<file path="config.mk">
export PLATFORM = sky130hd
export DESIGN_NAME = leaf_syndrome_loader_flat
export DESIGN_NICKNAME = d
export VERILOG_FILES = /design/src/rtl/leaf_syndrome_loader_if.sv /design/src/rtl/leaf_syndrome_loader.sv /design/src/flat_wrapper.sv
export SDC_FILE = /design/constraint.sdc
export NUM_CORES = 1
export LEC_CHECK = 0
export CORE_ASPECT_RATIO = 1.5
export CORE_MARGIN = 1
export CORE_UTILIZATION = 55
export CTS_CLUSTER_DIAMETER = 120
export CTS_CLUSTER_SIZE = 24
export DETAILED_ROUTE_END_ITERATION = 7
export DONT_BUFFER_PORTS = 1
export GPL_TIMING_DRIVEN = 0
export PLACE_DENSITY = 0.72
export SLEW_MARGIN = 5
export SYNTH_ARGS = -nofsm -noshare
export SYNTH_HDL_FRONTEND = slang
export SYNTH_SLANG_ARGS = --single-unit
</file>
<file path="constraint.sdc">
create_clock -name clk -period 1.9 [get_ports clk]
set_input_delay 0.38 -clock clk [delete_from_list [all_inputs] [get_ports clk]]
set_output_delay 0.38 -clock clk [all_outputs]
set_load 0.05 [all_outputs]
</file>
<file path="src/rtl/leaf_syndrome_loader_if.sv">
// Syndrome word stream into the leaf loader: data/valid/last with ready back-pressure.
interface leaf_syndrome_loader_if #(
  parameter int WORD_WIDTH = 8
);
  logic [WORD_WIDTH-1:0] in_data;
  logic                  in_valid;
  logic                  in_last;
  logic                  in_ready;

  modport master (output in_data, output in_valid, output in_last, input in_ready);
  modport slave  (input in_data, input in_valid, input in_last, output in_ready);
endinterface

</file>
<file path="src/rtl/leaf_syndrome_loader.sv">
// Assembles one round's syndrome bitmap from a word stream, pulses new_round_start and holds it until the leaf finishes.
// Optional watchdog enabled by defining LOADER_TIMEOUT_EN.
module leaf_syndrome_loader #(
  parameter int CODE_DISTANCE_X     = 3,
  parameter int CODE_DISTANCE_Z     = 2,
  parameter int WORD_WIDTH          = 8,
  parameter int ROUND_COUNTER_WIDTH = 16,
  parameter int TIMEOUT_CYCLES      = 4096,
  localparam int MEASUREMENT_ROUNDS = (CODE_DISTANCE_X > CODE_DISTANCE_Z) ? CODE_DISTANCE_X : CODE_DISTANCE_Z,
  localparam int PU_COUNT           = CODE_DISTANCE_X * CODE_DISTANCE_Z * MEASUREMENT_ROUNDS,
  localparam int WORD_COUNT         = (PU_COUNT + WORD_WIDTH - 1) / WORD_WIDTH,
  localparam int WORD_IDX_WIDTH     = $clog2(WORD_COUNT + 1)
) (
  input  logic                           clk,
  input  logic                           reset,
  leaf_syndrome_loader_if.slave          syn,
  output logic [PU_COUNT-1:0]            is_error_syndromes,
  output logic                           new_round_start,
  input  logic                           result_valid,
  input  logic                           deadlock,
  output logic                           busy,
  output logic                           round_done,
  output logic                           round_error,
  output logic [ROUND_COUNTER_WIDTH-1:0] round_count
);

  typedef enum logic [1:0] {LOAD, START, WAIT} state_t;

  localparam logic [WORD_WIDTH-1:0] WORD_ONES = '1;

  state_t                    state;
  logic [WORD_IDX_WIDTH-1:0] idx;
  logic                      ready;
  logic                      accept;
  logic                      last_word;
  logic                      timeout;
  logic                      round_end;
  logic [PU_COUNT-1:0]       word_shifted;
  logic [PU_COUNT-1:0]       word_mask;
  logic [PU_COUNT-1:0]       vec_next;

  assign syn.in_ready = ready;
  assign accept       = ready & syn.in_valid;
  assign last_word    = syn.in_last | (idx == WORD_IDX_WIDTH'(WORD_COUNT - 1));

  // Shifting in PU_COUNT width drops the padding bits of the final word.
  always_comb begin
    word_shifted = PU_COUNT'(syn.in_data) << (int'(idx) * WORD_WIDTH);
    word_mask    = PU_COUNT'(WORD_ONES) << (int'(idx) * WORD_WIDTH);
    vec_next     = (((idx == '0) ? '0 : is_error_syndromes) & ~word_mask) | word_shifted;
  end

`ifdef LOADER_TIMEOUT_EN
  logic [31:0] wdog;

  // wdog counts WAIT cycles already spent, so the round ends on the TIMEOUT_CYCLES-th one.
  assign timeout = (state == WAIT) && (wdog == 32'(TIMEOUT_CYCLES - 1));

  always_ff @(posedge clk or negedge reset) begin
    if (!reset) begin
      wdog <= '0;
    end else if (state != WAIT) begin
      wdog <= '0;
    end else begin
      wdog <= wdog + 32'd1;
    end
  end
`else
  assign timeout = 1'b0;
`endif

  assign round_end = result_valid | deadlock | timeout;

  always_ff @(posedge clk or negedge reset) begin
    if (!reset) begin
      state              <= LOAD;
      idx                <= '0;
      ready              <= 1'b1;
      is_error_syndromes <= '0;
      new_round_start    <= 1'b0;
      busy               <= 1'b0;
      round_done         <= 1'b0;
      round_error        <= 1'b0;
      round_count        <= '0;
    end else begin
      new_round_start <= 1'b0;
      round_done      <= 1'b0;
      case (state)
        LOAD: begin
          if (accept) begin
            is_error_syndromes <= vec_next;
            if (idx == '0) begin
              round_error <= 1'b0;
            end
            if (last_word) begin
              state           <= START;
              idx             <= '0;
              ready           <= 1'b0;
              new_round_start <= 1'b1;
              busy            <= 1'b1;
            end else begin
              idx <= idx + 1'b1;
            end
          end
        end
        START: begin
          state <= WAIT;
        end
        WAIT: begin
          if (round_end) begin
            state       <= LOAD;
            ready       <= 1'b1;
            busy        <= 1'b0;
            round_done  <= 1'b1;
            round_count <= round_count + 1'b1;
            round_error <= round_error | deadlock | timeout;
          end
        end
        default: begin
          state <= LOAD;
          idx   <= '0;
          ready <= 1'b1;
          busy  <= 1'b0;
        end
      endcase
    end
  end

endmodule

</file>
<file path="src/flat_wrapper.sv">
// flat-port wrapper written by rule: the top's interface ports become plain ports
module leaf_syndrome_loader_flat 
#(
  parameter int CODE_DISTANCE_X     = 3,
  parameter int CODE_DISTANCE_Z     = 2,
  parameter int WORD_WIDTH          = 8,
  parameter int ROUND_COUNTER_WIDTH = 16,
  parameter int TIMEOUT_CYCLES      = 4096,
  localparam int MEASUREMENT_ROUNDS = (CODE_DISTANCE_X > CODE_DISTANCE_Z) ? CODE_DISTANCE_X : CODE_DISTANCE_Z,
  localparam int PU_COUNT           = CODE_DISTANCE_X * CODE_DISTANCE_Z * MEASUREMENT_ROUNDS,
  localparam int WORD_COUNT         = (PU_COUNT + WORD_WIDTH - 1) / WORD_WIDTH,
  localparam int WORD_IDX_WIDTH     = $clog2(WORD_COUNT + 1)
)
  (clk, reset, is_error_syndromes, new_round_start, result_valid, deadlock, busy, round_done, round_error, round_count, syn_in_data, syn_in_valid, syn_in_last, syn_in_ready);
  leaf_syndrome_loader_if #(.WORD_WIDTH(WORD_WIDTH)) syn_i ();
  input  logic clk;
  input  logic reset;
  output logic [PU_COUNT-1:0] is_error_syndromes;
  output logic new_round_start;
  input  logic result_valid;
  input  logic deadlock;
  output logic busy;
  output logic round_done;
  output logic round_error;
  output logic [ROUND_COUNTER_WIDTH-1:0] round_count;
  input wire logic [$bits(syn_i.in_data)-1:0] syn_in_data;
  input wire logic [$bits(syn_i.in_valid)-1:0] syn_in_valid;
  input wire logic [$bits(syn_i.in_last)-1:0] syn_in_last;
  output wire logic [$bits(syn_i.in_ready)-1:0] syn_in_ready;
  assign syn_i.in_data = syn_in_data;
  assign syn_i.in_valid = syn_in_valid;
  assign syn_i.in_last = syn_in_last;
  assign syn_in_ready = syn_i.in_ready;
  leaf_syndrome_loader #(.CODE_DISTANCE_X(CODE_DISTANCE_X), .CODE_DISTANCE_Z(CODE_DISTANCE_Z), .WORD_WIDTH(WORD_WIDTH), .ROUND_COUNTER_WIDTH(ROUND_COUNTER_WIDTH), .TIMEOUT_CYCLES(TIMEOUT_CYCLES)) u_core (.clk(clk), .reset(reset), .syn(syn_i), .is_error_syndromes(is_error_syndromes), .new_round_start(new_round_start), .result_valid(result_valid), .deadlock(deadlock), .busy(busy), .round_done(round_done), .round_error(round_error), .round_count(round_count));
endmodule
</file>
==> summary.log, run 1 <==
INFO  floorplan      floorplan.rows=25
INFO  cells_and_area final_common_cell=sky130_fd_sc_hd__dfrtp_1
INFO  flow_run       maxCapViolations=0
INFO  routing        drt.antenna.violating_nets=0
INFO  run_status     outcome=finished, final reports clean
INFO  sta            period_share=96.18%
INFO  logic_synthesis synth_sequential_area_ratio=57.48%
INFO  clock_network  cts.clk_slew.worst_paths=80ps
INFO  clock_network  clkLatencyLatePin=290ps
INFO  floorplan      boundaryPins=53
INFO  grt            antenna_found_initial=0
INFO  routing        drt_iter0_markers=42
INFO  pwr            worst_ir_drop_vdd=1.118mV
INFO  logic_synthesis synth_nets=178
INFO  critical_path  worst-endpoint-required=2120ps
INFO  clock_network  max-clock-path-buffers=2
INFO  grt            globalRouteTotalUtil=22.36%
INFO  sta            finalHoldViolCount=0
INFO  critical_path  setup.worst_path.end_class=register
INFO  logic_synthesis synth_warnings=0
INFO  pwr            power_frac_comb=21.3%
INFO  cells_and_area layout.nets=187
INFO  sta            timing.final.max_slew_violations=0
INFO  logic_synthesis synthesis.area=1874squm
INFO  critical_path  crit_arrival=2050ps
INFO  placement      buffer_ports.inserted=0
INFO  cells_and_area post_route_cells_drive_above_1_share=18.29%
INFO  clock_network  tritoncts_num_sinks=43
INFO  sta            fin_ws=72.62ps
INFO  cells_and_area layout_common_cells=34 x sky130_fd_sc_hd__dfrtp_1, 21 x sky130_fd_sc_hd__a22o_1, 11 x sky130_fd_sc_hd__nand2_1
INFO  grt            via_count_of_the_first_global_routing_pass=1334
INFO  floorplan      floorplan.initialDensity=58.75%
INFO  pwr            p_sw_share=48.61%
INFO  critical_path  critical_path.max_fanout=9
INFO  clock_network  post_cts.repair.setup_buffers=0
INFO  clock_network  tritoncts=yes
INFO  clock_network  cts-buffers-inserted=5
INFO  sta            timing.final.crit_period=1827ps
INFO  grt            global_route_wire_length_before_repair=6099um
INFO  pwr            power.leakage=0.9711nW
INFO  critical_path  timing_worst_setup_path_type=register to register
INFO  floorplan      fp.dieArea=3650squm
INFO  cells_and_area num-fill-cells=236
INFO  floorplan      coreArea=3191squm
INFO  sta            unrepaired_setup_endpoints_after_global_routing=true
INFO  logic_synthesis register_bit_total_from_synthesis=43
INFO  worst_hold_path timing.hold.worst.class=primary input to register
INFO  critical_path  critical-path-top-delay-family=simple AND/OR/NAND/NOR gates
INFO  pwr            netSwitchingPower=0.001887W
INFO  routing        routed_via_density=6.358
INFO  sta            maxClockFrequency=0.5472GHz
INFO  critical_path  critical_path_buf_inv_count=1
INFO  pwr            intPower=0.001995W
INFO  logic_synthesis count_of_cell_types_in_the_netlist=28
INFO  grt            grt_max_degree=44
INFO  sta            slew_headroom=59.54%
INFO  placement      gp_congestion=0.8123
INFO  critical_path  critical_path.slowest_cell=sky130_fd_sc_hd__or4_4
INFO  critical_path  path_cells=inv_1 > ha_2 > o21ai_4 > or4_4 > nor2_1 > xor2_1
INFO  routing        drt-total-wl=3712um
INFO  sta            worst-slew-pin-transition=602.8ps
INFO  critical_path  r2r_slack=70ps
INFO  routing        drt_pre_antenna_iters=4
INFO  critical_path  cpPeakStageDelay=540ps
INFO  routing        drcViolationCount=0
INFO  floorplan      chipWidth=49.67um
INFO  routing        wire_per_inst=18.20um
INFO  pwr            p_seq_share=60.4%
INFO  cells_and_area insertedDiodeCount=0
INFO  sta            finalSetupViolCount=0
INFO  cells_and_area syn2layout_area_growth=12.75%
INFO  floorplan      die_height=73.50um
INFO  placement      post-place-ws=-166.2ps
INFO  routing        route.vias.total=1297
INFO  clock_network  clockRootBuffer=sky130_fd_sc_hd__clkbuf_8
INFO  pwr            pwr_density_cell=1837nW/um^2
INFO  grt            grt_overflow_total=0
INFO  placement      detailedPlacementHpwl=2591um
INFO  logic_synthesis cells_after_synthesis=154
INFO  pwr            clock_power_share=18.3%
INFO  logic_synthesis avgSynthCellArea=12.17squm
INFO  pwr            report.power.total=0.003882W
INFO  sta            clock_skew=7.006ps
INFO  clock_network  cts_max_level=2
INFO  critical_path  startpoint_class_of_the_critical_path=register
==> cell type report <==
class                           count  area, sq um  area share, %
Multi-Input combinational cell    102        792.0          37.48
Tap cell                           40        50.05          2.368
Clock buffer                        5        68.82          3.256
Inverter                            8        30.03          1.421
Sequential cell                    43         1091          51.63
Buffer                              1        7.507         0.3552
Timing Repair Buffer                2        30.03          1.421
Clock inverter                      3        43.79          2.072
==> per-stage QoR <==
step | setup TNS, ps | util [%] | cell area (sq um) | hold slack (ps) | cells
finish | 0 | 66.24 | 2113 | 214.8 | 204
global route | -272.4 | 66.24 | 2113 | 210.1 | 204
CTS | 0 | 65.45 | 2088 | 212.1 | 204
detailed placement | -2171 | 60.31 | 1924 | 85.19 | 194
global placement | -504.0 | 60.31 | 1924 | 85.11 | 194
floorplan | 0 | - | 1874 | 84.41 | 154
==> repair_timing <==
| item | in CTS | in global routing |
|---|---|---|
| endpoints found under the hold margin | 43 | 0 |
| endpoints found under the setup margin | 20 | 20 |
| gates resized for setup | 7 | 8 |
| hold buffers | 2 | 0 |
| cloned | 0 | 0 |
==> final timing paths <==
path,from,endpoint,cells past startpoint
max,u_core.state[0]$_DFFE_PN0P_,u_core.round_count[13]$_DFFE_PN0P_,6
min,syn_in_data[4],u_core.is_error_syndromes[12]$_DFFE_PN0P_,1
max reg2reg,u_core.state[0]$_DFFE_PN0P_,u_core.round_count[13]$_DFFE_PN0P_,6
min reg2reg,u_core.state[1]$_DFFE_PN0P_,u_core.state[1]$_DFFE_PN0P_,1
max in group asynchronous,reset,u_core.syn.in_ready$_DFFE_PN1P_,2
min in group asynchronous,reset,u_core.state[1]$_DFFE_PN0P_,2
==> power by group through the flow <==
stage | Combinational [W] | Clock [W] | Sequential, W
floorplan | 0.000640 | 0 | 0.00227
global placement | 0.000741 | 0 | 0.00233
detailed placement | 0.000780 | 0 | 0.00235
CTS | 0.000823 | 0.000716 | 0.00234
global route | 0.000937 | 0.000750 | 0.00239
finish | 0.000829 | 0.000709 | 0.00234
==> synth_stat cells <==
master                    number  area [sq um]
sky130_fd_sc_hd__nand4_1       7         43.79
sky130_fd_sc_hd__nand3_1       4         20.02
sky130_fd_sc_hd__nor4_1        2         12.51
sky130_fd_sc_hd__o21ai_0       3         15.01
sky130_fd_sc_hd__ha_1         10         125.1
sky130_fd_sc_hd__o32ai_1       1         8.760
sky130_fd_sc_hd__mux2_2        2         22.52
sky130_fd_sc_hd__a22o_1       21         183.9
sky130_fd_sc_hd__and3_1        1         6.260
sky130_fd_sc_hd__or4_1         1         7.510
sky130_fd_sc_hd__nor3_1        6         30.03
sky130_fd_sc_hd__or2_2         1         6.260
sky130_fd_sc_hd__o21ai_2       1         8.760
sky130_fd_sc_hd__nor2_1        7         26.28
sky130_fd_sc_hd__dfstp_2       1         26.28
sky130_fd_sc_hd__a21oi_1       3         15.01
sky130_fd_sc_hd__o32a_1        1         10.01
sky130_fd_sc_hd__nand2_1      11         41.29
sky130_fd_sc_hd__xnor2_1       9         78.83
sky130_fd_sc_hd__xor2_1        6         52.55
sky130_fd_sc_hd__or4_4         1         11.26
sky130_fd_sc_hd__and2_1        1         6.260
sky130_fd_sc_hd__nand4_2       1         12.51
sky130_fd_sc_hd__buf_4         1         7.510
sky130_fd_sc_hd__inv_1         8         30.03
sky130_fd_sc_hd__o21ai_1       1         5.000
sky130_fd_sc_hd__dfrtp_1      42          1051
sky130_fd_sc_hd__mux2i_1       1         10.01
==> logic make-up (layout without fill, tap and decap cells) <==
kind of cell / Yosys count / count (layout) / share of synthesized area, %
AND/OR/NAND/NOR: 43 / 43 / 11.95
flip-flops: 43 / 43 / 57.48
XOR/XNOR: 15 / 15 / 7.010
buffers and inverters: 9 / 19 / 2.003
multiplexers: 3 / 3 / 1.736
AO/OA/AOI/OAI: 31 / 31 / 13.15
adder cells (fa/ha/maj): 10 / 10 / 6.676
==> metal layers <==
layer / wire, um / part of all wire (%) / global-route usage (%)
met1: 1388 / 37 / 24.31
met2: 1972 / 53 / 38.89
met3: 295 / 7.9 / 9.110
met4: 55 / 1.5 / 7.937
met5: 0 / 0 / 0
==> flip-flops by register name, summed over array words and instances, names as in the netlist <==
signal                     flops
u_core.is_error_syndromes     18
u_core.round_count            16
u_core.idx                     2
u_core.state                   2
u_core.busy                    1
u_core.new_round_start         1
u_core.round_done              1
u_core.round_error             1
u_core.syn.in_ready            1
(Power assumes the default switching activity.)
==> run 2, diff against run 1 <==
- CAP_MARGIN: default -> 20
==> results of run 2 <==
The final DEF is identical to that of run 1; final timing and power are the same.
==> run 3, diff against run 2 <==
- PLACE_DENSITY: 0.72 -> 0.7
==> run 3 against run 2 <==
Effect of this change:
- non-clock buffer count did not move
- maximum frequency fell by 0.10%
- register-to-register slack barely moved
- global-route usage fell by 0.30 points
- critical path type unchanged
- highest routed layer unchanged
==> summary.log, run 3 (same netlist as run 1, synthesis figures left out) <==
INFO  clock_network  max-clock-path-buffers=2 [unchanged]
INFO  sta            unrepaired_setup_endpoints_after_global_routing=true
INFO  sta            slew_headroom=58.13% [-1.4 points]
INFO  critical_path  path_cells=inv_1 > ha_1 > or4_1 > o21ai_0 > a22o_1
INFO  routing        drt.antenna.violating_nets=0 [unchanged]
INFO  placement      post-place-ws=-161.2ps [+5.079 ps]
INFO  sta            clock_skew=1.766ps [-5.240 ps]
INFO  routing        wire_per_inst=17.90um [-1.6%]
INFO  critical_path  startpoint_class_of_the_critical_path=register
INFO  placement      buffer_ports.inserted=0 [unchanged]
INFO  flow_run       maxCapViolations=0 [unchanged]
INFO  grt            via_count_of_the_first_global_routing_pass=1246 [-6.6%]
INFO  cells_and_area layout_common_cells=34 x sky130_fd_sc_hd__dfrtp_1, 21 x sky130_fd_sc_hd__a22o_1, 11 x sky130_fd_sc_hd__nand2_1
INFO  floorplan      coreArea=3191squm [unchanged]
INFO  clock_network  cts-buffers-inserted=5 [unchanged]
INFO  cells_and_area final_common_cell=sky130_fd_sc_hd__dfrtp_1
INFO  cells_and_area syn2layout_area_growth=12.22%
INFO  pwr            clock_power_share=17.2% [-1.1 points]
INFO  grt            globalRouteTotalUtil=22.07% [-0.30 points]
INFO  sta            timing.final.crit_period=1829ps [+1.920 ps]
INFO  sta            final.setup.tns=0ps [unchanged]
INFO  critical_path  critical_path.max_fanout=7 [-2]
INFO  routing        drcViolationCount=0 [unchanged]
INFO  sta            finalHoldViolCount=0 [unchanged]
INFO  critical_path  cpPeakStageDelay=530ps [about the same]
INFO  worst_hold_path min-delay-start=syn_in_data[5]
INFO  floorplan      fp.dieArea=3650squm [unchanged]
INFO  sta            period_share=96.28% [+0.10 points]
INFO  routing        drt-total-wl=3633um [-2.1%]
INFO  clock_network  clockRootBuffer=sky130_fd_sc_hd__clkbuf_8
INFO  sta            fin_ws=70.70ps [-1.920 ps]
INFO  run_status     outcome=finished, final reports clean
INFO  pwr            power_frac_comb=21.6% [+0.3 points]
INFO  cells_and_area layout.nets=187 [unchanged]
INFO  sta            timing.final.max_slew_violations=0 [unchanged]
INFO  pwr            pwr_density_cell=1825nW/um^2 [-0.66%]
INFO  clock_network  tritoncts_num_sinks=43 [unchanged]
INFO  pwr            p_sw_share=48.17% [-0.44 points]
INFO  pwr            netSwitchingPower=0.001849W [-2.0%]
INFO  critical_path  crit-reg2reg-launch=u_core.idx[0]$_DFFE_PN0P_
INFO  pwr            power.leakage=0.9643nW [-0.71%]
INFO  routing        route.vias.total=1237 [-4.6%]
INFO  critical_path  setup.worst_path.end_class=register
INFO  placement      detailedPlacementHpwl=2590um [about the same]
INFO  cells_and_area biggestRegsByFlops=u_core.is_error_syndromes: 18 flops, u_core.round_count: 16 flops
INFO  pwr            worst_ir_drop_vdd=1.312mV [+17%]
INFO  grt            grt_overflow_total=0 [unchanged]
INFO  pwr            intPower=0.001989W [-0.29%]
INFO  sta            finalSetupViolCount=0 [unchanged]
INFO  floorplan      floorplan.rows=25 [unchanged]
INFO  critical_path  crit_arrival=2050ps [about the same]
INFO  critical_path  timing_worst_setup_path_type=register to register
INFO  sta            maxClockFrequency=0.5467GHz [-0.10%]
INFO  clock_network  post_cts.repair.setup_buffers=0 [unchanged]
INFO  critical_path  critical_path.slowest_cell=sky130_fd_sc_hd__or4_1
INFO  worst_hold_path timing.hold.worst.class=primary input to register
INFO  floorplan      boundaryPins=53 [unchanged]
INFO  floorplan      die_height=73.50um [unchanged]
INFO  cells_and_area max_flop_register=u_core.is_error_syndromes
INFO  routing        drt_pre_antenna_iters=4 [unchanged]
INFO  pwr            p_seq_share=61.3% [+0.9 points]
INFO  routing        routed_via_density=6.094 [-4.2%]
INFO  clock_network  clkLatencyLatePin=280ps [about the same]
INFO  grt            grt_max_degree=44 [unchanged]
INFO  cells_and_area post_route_cells_drive_above_1_share=17.18% [-1.1 points]
INFO  critical_path  startpoint=u_core.idx[0]$_DFFE_PN0P_
INFO  sta            worst-slew-pin-transition=623.9ps [+21.04 ps]
INFO  floorplan      chipWidth=49.67um [unchanged]
INFO  placement      gp_congestion=0.8127 [about the same]
INFO  grt            global_route_wire_length_before_repair=5906um [-3.2%]
INFO  grt            antenna_found_initial=0 [unchanged]
INFO  clock_network  cts_max_level=2 [unchanged]
INFO  floorplan      floorplan.initialDensity=58.75% [unchanged]
INFO  clock_network  cts.clk_slew.worst_paths=70ps [about the same]
INFO  critical_path  worst-endpoint-required=2120ps [about the same]
INFO  routing        drt_iter0_markers=22 [-48%]
INFO  cells_and_area largest_register_ff_count=18 [unchanged]
INFO  cells_and_area insertedDiodeCount=0 [unchanged]
INFO  clock_network  tritoncts=yes
==> run 3: per-stage QoR <==
step,cell area (sq um),std cells,hold WS [ps],total power [W],util [%]
after floorplan,1874,154,84.41,0.002914,-
after global placement,1924,194,85.13,0.003069,60.31
after detailed placement,1924,194,85.22,0.003136,60.31
after CTS,2061,203,213.2,0.003842,64.59
after global routing,2103,203,210.8,0.004042,65.92
final,2103,203,223.1,0.003839,65.92
==> run 3: layer usage <==
metal | vias to the layer above | wire [um] | track usage, % | share of wire (%)
li1 | 576 | - | - | -
met1 | 616 | 1457 | 25.07 | 40
met2 | 38 | 1905 | 37.54 | 52
met3 | 7 | 220 | 8.696 | 6.1
met4 | 0 | 50 | 7.619 | 1.4
met5 | - | 0 | 0 | 0
==> run 3: timing repair <==
action	CTS	global route
resized for setup	3	12
cloned	0	0
hold buffers	2	0
setup endpoints to repair	20	22
hold endpoints to repair	43	0
==> run 3: critical path, delay by kind of cell (launching register included) <==
family / cells / cell delay [ps]
adders and majority gates: 1 / 250
DFF: 1 / 480
and+or+nand+nor: 1 / 530
AOI/OAI and AO/OA: 2 / 360
buffers and inverters: 1 / 150
==> run 3: area by class of cell <==
type	count	area, sq um
plain buffers	1	7.507
clock buffers	6	72.57
well taps	40	50.05
fillers	260	1087
repair buffers	2	30.03
clock inverters	1	30.03
inverters	8	30.03
flip-flops and latches	43	1091
multi-input cells	102	792.0
==> run 3: path summary, 6_finish.rpt <==
kind / end / slack [ps] / cells past startpoint
min: u_core.is_error_syndromes[13]$_DFFE_PN0P_ / 220 / 1
max in group asynchronous: u_core.syn.in_ready$_DFFE_PN1P_ / 1060 / 2
max reg2reg: u_core.idx[0]$_DFFE_PN0P_ / 70 / 5
min in group asynchronous: u_core.is_error_syndromes[2]$_DFFE_PN0P_ / 580 / 2
min reg2reg: u_core.state[1]$_DFFE_PN0P_ / 570 / 1
max: u_core.idx[0]$_DFFE_PN0P_ / 70 / 5
==> run 3: power groups by stage <==
stage / Sequential, W / Combinational (W) / Clock (W)
global placement: 0.00233 / 0.000738 / 0
floorplan: 0.00227 / 0.000640 / 0
finish: 0.00235 / 0.000828 / 0.000660
CTS: 0.00234 / 0.000818 / 0.000685
global route: 0.00239 / 0.000936 / 0.000714
detailed placement: 0.00235 / 0.000783 / 0
